==> config.mk <==
export PLATFORM = sky130hd
export DESIGN_NAME = uart_rx_buf
export DESIGN_NICKNAME = d
export VERILOG_FILES = /design/src/rtl/uart_pkg.sv /design/src/rtl/uart_rx_fifo.sv /design/src/rtl/uart_rx_buf.sv
export SDC_FILE = /design/constraint.sdc
export NUM_CORES = 1
export LEC_CHECK = 0
export CELL_PAD_IN_SITES_DETAIL_PLACEMENT = 1
export CELL_PAD_IN_SITES_GLOBAL_PLACEMENT = 2
export CORE_UTILIZATION = 27
export DETAILED_ROUTE_END_ITERATION = 7
export GPL_TIMING_DRIVEN = 0
export PLACE_DENSITY = 0.65
export SLEW_MARGIN = 20
export SYNTH_ARGS = -nofsm -noshare
export SYNTH_HDL_FRONTEND = slang
export SYNTH_SLANG_ARGS = --single-unit
==> constraint.sdc <==
create_clock -name clk -period 2.6 [get_ports clk]
set_input_delay 0.52 -clock clk [delete_from_list [all_inputs] [get_ports clk]]
set_output_delay 0.52 -clock clk [all_outputs]
set_load 0.01 [all_outputs]
==> src/rtl/uart_pkg.sv <==
// Shared definitions for the UART receive path: parity modes, FSM state
// encoding and the clocks-per-bit computation.
package uart_pkg;

  localparam logic [1:0] PAR_NONE = 2'b00;
  localparam logic [1:0] PAR_EVEN = 2'b01;
  localparam logic [1:0] PAR_ODD  = 2'b10;
  localparam logic [1:0] PAR_IGN  = 2'b11;

  typedef enum logic [2:0] {
    ST_IDLE,
    ST_START,
    ST_DATA,
    ST_PARITY,
    ST_STOP,
    ST_BREAK
  } rx_state_e;

  function automatic int calc_cpb(input int clk_freq, input int baud);
    return clk_freq / baud;
  endfunction

  function automatic logic majority3(input logic a, input logic b, input logic c);
    return (a & b) | (a & c) | (b & c);
  endfunction

endpackage

==> src/rtl/uart_rx_fifo.sv <==
// Synchronous FIFO with registered pointers; an extra pointer MSB separates
// full from empty. A write to a full FIFO is accepted only alongside a read.
module uart_rx_fifo #(
  parameter int WIDTH = 10,
  parameter int DEPTH = 8
) (
  input  logic                     clk,
  input  logic                     rst_n,
  input  logic                     wr_en,
  input  logic [WIDTH-1:0]         wr_data,
  input  logic                     rd_en,
  output logic [WIDTH-1:0]         rd_data,
  output logic                     full,
  output logic                     empty,
  output logic [$clog2(DEPTH):0]   level
);

  localparam int AW = $clog2(DEPTH);

  logic [WIDTH-1:0] mem [DEPTH];
  logic [AW:0]      wr_ptr_q;
  logic [AW:0]      rd_ptr_q;
  logic             wr_ok;
  logic             rd_ok;

  assign empty = (wr_ptr_q == rd_ptr_q);
  assign full  = (wr_ptr_q[AW] != rd_ptr_q[AW]) &&
                 (wr_ptr_q[AW-1:0] == rd_ptr_q[AW-1:0]);
  assign level = wr_ptr_q - rd_ptr_q;

  assign rd_ok = rd_en && !empty;
  assign wr_ok = wr_en && (!full || rd_ok);

  // Head is forced to zero when empty so the unreset storage never shows.
  assign rd_data = empty ? '0 : mem[rd_ptr_q[AW-1:0]];

  always_ff @(posedge clk or negedge rst_n) begin
    if (!rst_n) begin
      wr_ptr_q <= '0;
      rd_ptr_q <= '0;
    end else begin
      if (wr_ok) wr_ptr_q <= wr_ptr_q + 1'b1;
      if (rd_ok) rd_ptr_q <= rd_ptr_q + 1'b1;
    end
  end

  // NOTE: storage has no reset; the pointers alone define what is valid.
  always_ff @(posedge clk) begin
    if (wr_ok) mem[wr_ptr_q[AW-1:0]] <= wr_data;
  end

endmodule

==> src/rtl/uart_rx_buf.sv <==
// UART receiver with 3-point majority sampling, parity/frame tagging and an
// output FIFO. Optional break detection is enabled by UART_RX_BREAK_DET_EN.
module uart_rx_buf
  import uart_pkg::*;
#(
  parameter int CLK_FREQ   = 100_000_000,
  parameter int BODE_RATE  = 10_000_000,
  parameter int DATA_BITS  = 8,
  parameter int STOP_BITS  = 1,
  parameter int FIFO_DEPTH = 8
) (
  input  logic                          clk,
  input  logic                          rst,
  input  logic                          rx,
  input  logic [1:0]                    rx_ctrl,
  output logic [DATA_BITS-1:0]          rx_data,
  output logic                          rx_data_valid,
  input  logic                          rx_data_ready,
  output logic [1:0]                    rx_err,
  output logic                          rx_overrun,
  input  logic                          rx_err_clr,
  output logic [$clog2(FIFO_DEPTH):0]   rx_level,
  output logic                          rx_busy
`ifdef UART_RX_BREAK_DET_EN
  ,
  output logic                          rx_break
`endif
);

  localparam int CPB  = calc_cpb(CLK_FREQ, BODE_RATE);
  localparam int CW   = $clog2(CPB);
  localparam int IW   = $clog2(DATA_BITS);
  localparam int SMP0 = CPB / 2 - 1;
  localparam int SMP1 = CPB / 2;
  localparam int SMP2 = CPB / 2 + 1;
  localparam int FW   = DATA_BITS + 2;
  // Loading 1 instead of 0 absorbs part of the synchroniser delay so the
  // sample points sit near the bit centre even at CPB = 4.
  localparam logic [CW-1:0] CNT_LOAD = CW'(1);

  rx_state_e            state_q, state_d;
  logic                 rx_meta, rx_sync, rx_prev;
  logic [CW-1:0]        cnt_q;
  logic [IW-1:0]        idx_q;
  logic                 s0_q, s1_q;
  logic [DATA_BITS-1:0] shift_q;
  logic [1:0]           ctrl_q;
  logic                 par_err_q, frame_err_q;
  logic                 fall, vote_pt, bit_val, cnt_last, push;
  logic                 fifo_full, fifo_empty, pop;
  logic [FW-1:0]        fifo_rd;
`ifdef UART_RX_BREAK_DET_EN
  logic                 seen_one_q, brk;
`endif

  assign fall     = rx_prev & ~rx_sync;
  assign cnt_last = (cnt_q == CW'(CPB - 1));
  assign vote_pt  = (state_q != ST_IDLE) && (state_q != ST_BREAK) && (cnt_q == CW'(SMP2));
  assign bit_val  = majority3(s0_q, s1_q, rx_sync);
  assign rx_busy  = (state_q != ST_IDLE);

  always_ff @(posedge clk or negedge rst) begin
    if (!rst) state_q <= ST_IDLE;
    else      state_q <= state_d;
  end

  // NOTE: every combinational output gets a default first so no latch is inferred.
  always_comb begin
    state_d = state_q;
    push    = 1'b0;
`ifdef UART_RX_BREAK_DET_EN
    brk     = 1'b0;
`endif
    unique case (state_q)
      ST_IDLE:   if (fall) state_d = ST_START;
      ST_START:  if (vote_pt) state_d = bit_val ? ST_IDLE : ST_DATA;
      ST_DATA:   if (vote_pt && idx_q == IW'(DATA_BITS - 1))
                   state_d = (ctrl_q != PAR_NONE) ? ST_PARITY : ST_STOP;
      ST_PARITY: if (vote_pt) state_d = ST_STOP;
      ST_STOP: begin
        if (vote_pt && idx_q == IW'(STOP_BITS - 1)) begin
          state_d = ST_IDLE;
`ifdef UART_RX_BREAK_DET_EN
          if (!seen_one_q && !bit_val) begin
            state_d = ST_BREAK;
            brk     = 1'b1;
          end else begin
            push = 1'b1;
          end
`else
          push = 1'b1;
`endif
        end
      end
      ST_BREAK:  if (rx_sync && cnt_last) state_d = ST_IDLE;
      default:   state_d = ST_IDLE;
    endcase
  end

  // NOTE: sequential state uses non-blocking assignments only.
  always_ff @(posedge clk or negedge rst) begin
    if (!rst) begin
      rx_meta     <= 1'b1;
      rx_sync     <= 1'b1;
      rx_prev     <= 1'b1;
      cnt_q       <= '0;
      idx_q       <= '0;
      s0_q        <= 1'b1;
      s1_q        <= 1'b1;
      shift_q     <= '0;
      ctrl_q      <= PAR_NONE;
      par_err_q   <= 1'b0;
      frame_err_q <= 1'b0;
    end else begin
      rx_meta <= rx;
      rx_sync <= rx_meta;
      rx_prev <= rx_sync;

      unique case (state_q)
        ST_IDLE:  cnt_q <= CNT_LOAD;
        ST_BREAK: cnt_q <= (!rx_sync || cnt_last) ? '0 : cnt_q + 1'b1;
        default:  cnt_q <= (cnt_last || state_d == ST_BREAK) ? '0 : cnt_q + 1'b1;
      endcase

      if (state_d != state_q) idx_q <= '0;
      else if (vote_pt)       idx_q <= idx_q + 1'b1;

      if (cnt_q == CW'(SMP0)) s0_q <= rx_sync;
      if (cnt_q == CW'(SMP1)) s1_q <= rx_sync;

      if (state_q == ST_IDLE && fall) begin
        ctrl_q      <= rx_ctrl;
        par_err_q   <= 1'b0;
        frame_err_q <= 1'b0;
      end

      if (vote_pt && state_q == ST_DATA) shift_q <= {bit_val, shift_q[DATA_BITS-1:1]};

      if (vote_pt && state_q == ST_PARITY) begin
        unique case (ctrl_q)
          PAR_EVEN: par_err_q <= ^{shift_q, bit_val};
          PAR_ODD:  par_err_q <= ~^{shift_q, bit_val};
          default:  par_err_q <= 1'b0;
        endcase
      end

      if (vote_pt && state_q == ST_STOP && !bit_val) frame_err_q <= 1'b1;
    end
  end

`ifdef UART_RX_BREAK_DET_EN
  always_ff @(posedge clk or negedge rst) begin
    if (!rst) begin
      seen_one_q <= 1'b0;
      rx_break   <= 1'b0;
    end else begin
      rx_break <= brk;
      if (state_q == ST_IDLE && fall) seen_one_q <= 1'b0;
      else if (vote_pt && state_q != ST_START && bit_val) seen_one_q <= 1'b1;
    end
  end
`endif

  assign pop = rx_data_valid & rx_data_ready;

  // Overrun: a push finds the FIFO full with no pop to free a slot; set beats clear.
  always_ff @(posedge clk or negedge rst) begin
    if (!rst)                            rx_overrun <= 1'b0;
    else if (push && fifo_full && !pop)  rx_overrun <= 1'b1;
    else if (rx_err_clr)                 rx_overrun <= 1'b0;
  end

  uart_rx_fifo #(
    .WIDTH (FW),
    .DEPTH (FIFO_DEPTH)
  ) u_fifo (
    .clk     (clk),
    .rst_n   (rst),
    .wr_en   (push),
    .wr_data ({frame_err_q | ~bit_val, par_err_q, shift_q}),
    .rd_en   (pop),
    .rd_data (fifo_rd),
    .full    (fifo_full),
    .empty   (fifo_empty),
    .level   (rx_level)
  );

  assign rx_data_valid = !fifo_empty;
  assign rx_data       = fifo_rd[DATA_BITS-1:0];
  assign rx_err        = fifo_rd[FW-1 -: 2];

endmodule

==> impl_results.md <==
* Status: finished, violations left
* Failing checks: design-rule violations
* Row count at between 40 and 50
* Power share of the clock group at a little under two fifths
* Largest net degree at the start of global routing at 20
* Wire length per cell at approximately 17 um
* GRT Util Overall at about an eighth
* Multi-input logic area at 1710 sq um
* Clk buf depth at 2
* Post-route ant nets at 0
* Hold Violations, Final at 0
* Compound-Gate Fraction of Synth Area at about 4.3%
* Pwr dens at 1060 nW/um^2
* Vias per std cell at about 4.7
* Slew HR at between 50% and 60%
* Comb power frac at 29.9%
* FF+latch count, synth at about 120
* Leading cell type in the layout, fill and taps excluded: edfxtp_1
* Setup violators final at 0
* Crit end category: output port
* Core ar. at approximately 18000 sq um
* Leak pwr at 0.00241 uW
* CTS root buf: clkbuf_16
* Worst slew pin tran at about 0.66 ns
* Int Pwr at 4910 uW
* Type of the most critical hold path: in2async
* Drt first pass iters at 8
* Total negative setup slack at 0 ns
* Commonest cells after routing, fill and taps aside: edfxtp_1 (80), nand2_1 (35), dfrtp_1 (26)
* Fill cells at around 1900
* DIE AREA at 19200 sq um
* Total gr overflow at 0
* Cell area after layout at ~6500 sq um
* Sequential share of the synthesized area at between 60% and 70%
* Initial antenna violation count at 0
* Async S/R FF share, synth at 31.0%
* I/O Buffers at 23
* Synth Area in XOR/XNOR at about 3.8%
* Initial Util at about 28%
* CP Data Arrival Time at approximately 2.0 ns
* Sw Share at slightly below 30%
* Final period utilization at a little over nine tenths
* CTS tree: done
* Vias in the first global route at between 3000 and 4000
* Fraction of the mapped netlist area in simple logic gates at under 10%
* Peak supply drop at 0.000473 V
* Fmax at approximately 0.4 GHz
* Sink Count at between 100 and 150
* Sequential power share at between 30% and 40%
* Worst Setup SP: state_q[0]
* Net Count, Synth at ~350
* Count of cell types in the netlist at 48
* Number of flops mapped to enable cells by yosys at 80
* Die X at about 140 um
* Clk_skew at approximately 0.011 ns
* First-pass GRT wire length at around 18000 um
* Main synth FF type: edfxtp_1
* Synth Cell Area at just over 5000 sq um
* Slew Limit Fails at 0
* Net Sw Power at roughly 2000 uW
* Via total after detailed routing at 2959
* Syn_area_per_cell at ~15 sq um
* CP Launch Type: flip-flop
* R2r startpoint: cnt_q[0]
* Diode count at 0
* Largest family of logic cells by synthesized area: multiplexers
* CTS HTree Levels at 4
* Ports at 24
* Chip height at between 100 and 150 um
* TritonCTS buffer count at 17
* # DRC at 1
* CP required at 2.08 ns
* Initial DRC count at about 100
* Placed Area at 5590 sq um
* Placer congestion estimate at 0.737
* Area delta synth->final at 29.6%
* Number of max-cap violations at 0
* Synth warnings at 0
* Worst Path Class, Setup: reg2out
* Worst skew pair latency at 0.42 ns
* Fin crit period at approximately 2.5 ns
* Total length of routed wires at about 11000 um
* Critical Path Fanout Max at 10
* Hpwl dp at roughly 7100 um
* Share of layout cells above drive strength 1 at 33.3%
* Multiplexer share of the synthesized area at between 10% and 20%
* Synth Area in Adders at around 3.6%
* Clk slew on worst S/H paths at roughly 0.060 ns
* Final net count at between 400 and 500
* Register area at between 3000 and 4000 sq um
* Cells after synthesis at between 300 and 400
[timing repair]
action | CTS | global route
gates cloned | 0 | 1
pin swaps | 2 | 1
endpoints found under the setup margin | 95 | 92
setup buffers | 13 | 4
gates resized for setup | 71 | 17
hold buffers | 0 | 0
[cells by family (layout without fill, tap and decap cells)]
family	count (synthesis)	after routing
flip-flops	116	116
AND/OR/NAND/NOR	82	82
multiplexers	36	36
AO/OA/AOI/OAI	35	35
buffers and inverters	28	99
XOR/XNOR	20	20
adder cells (fa/ha/maj)	14	14
[metal layers]
metal  up-vias  share of wire (%)  routed length [um]  track usage (%)
met5         -                  0                   0                0
met4         0                1.1                 119             4.26
met3        12                3.3                 356             3.56
met2        49                 49                5390             20.1
met1      1558                 46                5040             15.5
li1       1340                  -                   -                -
[worst paths after layout]
kind	slack [ns]	depth (start not counted)	end
min	0.07	1	cnt_q[3]
min in group clk	0.36	0	rx_sync
max	0.08	3	rx_busy
min reg2reg	0.36	0	rx_sync
max in group asynchronous	2.05	2	u_fifo.wr_ptr_q[1]
max reg2reg	0.12	8	u_fifo.mem[0][4]
[cell usage after synthesis (5+ instances only)]
cell,count,area [sq um]
a21oi_1,16,80.1
clkbuf_1,7,26.3
dfrtp_1,31,776
dfstp_2,5,131
edfxtp_1,80,2400
ha_1,12,150
inv_1,15,56.3
mux2_2,13,146
mux4_2,20,450
nand2_1,35,131
nand3_1,6,30.0
nor2_1,17,63.8
o21ai_0,7,35.0
xnor2_1,16,140
[state kept, by name (all words and copies together) (netlist names)]
signal	flops
cnt_q	4
ctrl_q	2
frame_err_q	1
idx_q	3
par_err_q	1
rx_meta	1
rx_overrun	1
rx_prev	1
rx_sync	1
s0_q	1
s1_q	1
shift_q	8
state_q	3
u_fifo.mem	80
u_fifo.rd_ptr_q	4
u_fifo.wr_ptr_q	4
[final cells by class]
cell class,count,area share [%]
clock inverters,11,3.10
well taps,229,4.39
repair buffers,42,5.88
multi-input cells,187,26.3
flip-flops and latches,116,50.8
clock buffers,21,6.90
plain buffers,10,1.82
inverters,15,0.862
[worst max-delay path, stage by stage (launching register included)]
cell	delay, ns
dfrtp_2	0.47
clkbuf_4	0.21
or3_1	0.41
clkdlybuf4s50_1	0.50
[power groups by stage]
stage	combinational [uW]	clock, uW	sequential, uW
after floorplan	1280	0	2280
after global placement	1980	0	2330
after detailed placement	2000	0	2340
after CTS	2180	2630	2300
after global routing	2310	2700	2320
final	2080	2570	2300
[through the flow]
step	hold slack [ns]	util, %	setup WS [ns]	total power (uW)	std cells
2_1_floorplan	0.224	-	-0.00332	3560	331
3_3_place_gp	0.347	30.7	-0.886	4310	583
3_5_place_dp	0.350	30.8	-0.915	4340	584
4_1_cts	0.0725	35.8	-0.127	7110	626
5_1_grt	0.0890	36.0	-0.0150	7330	631
6_report	0.0686	36.0	0.0770	6950	631
No activity file was read; power rests on OpenSTA's default activity.
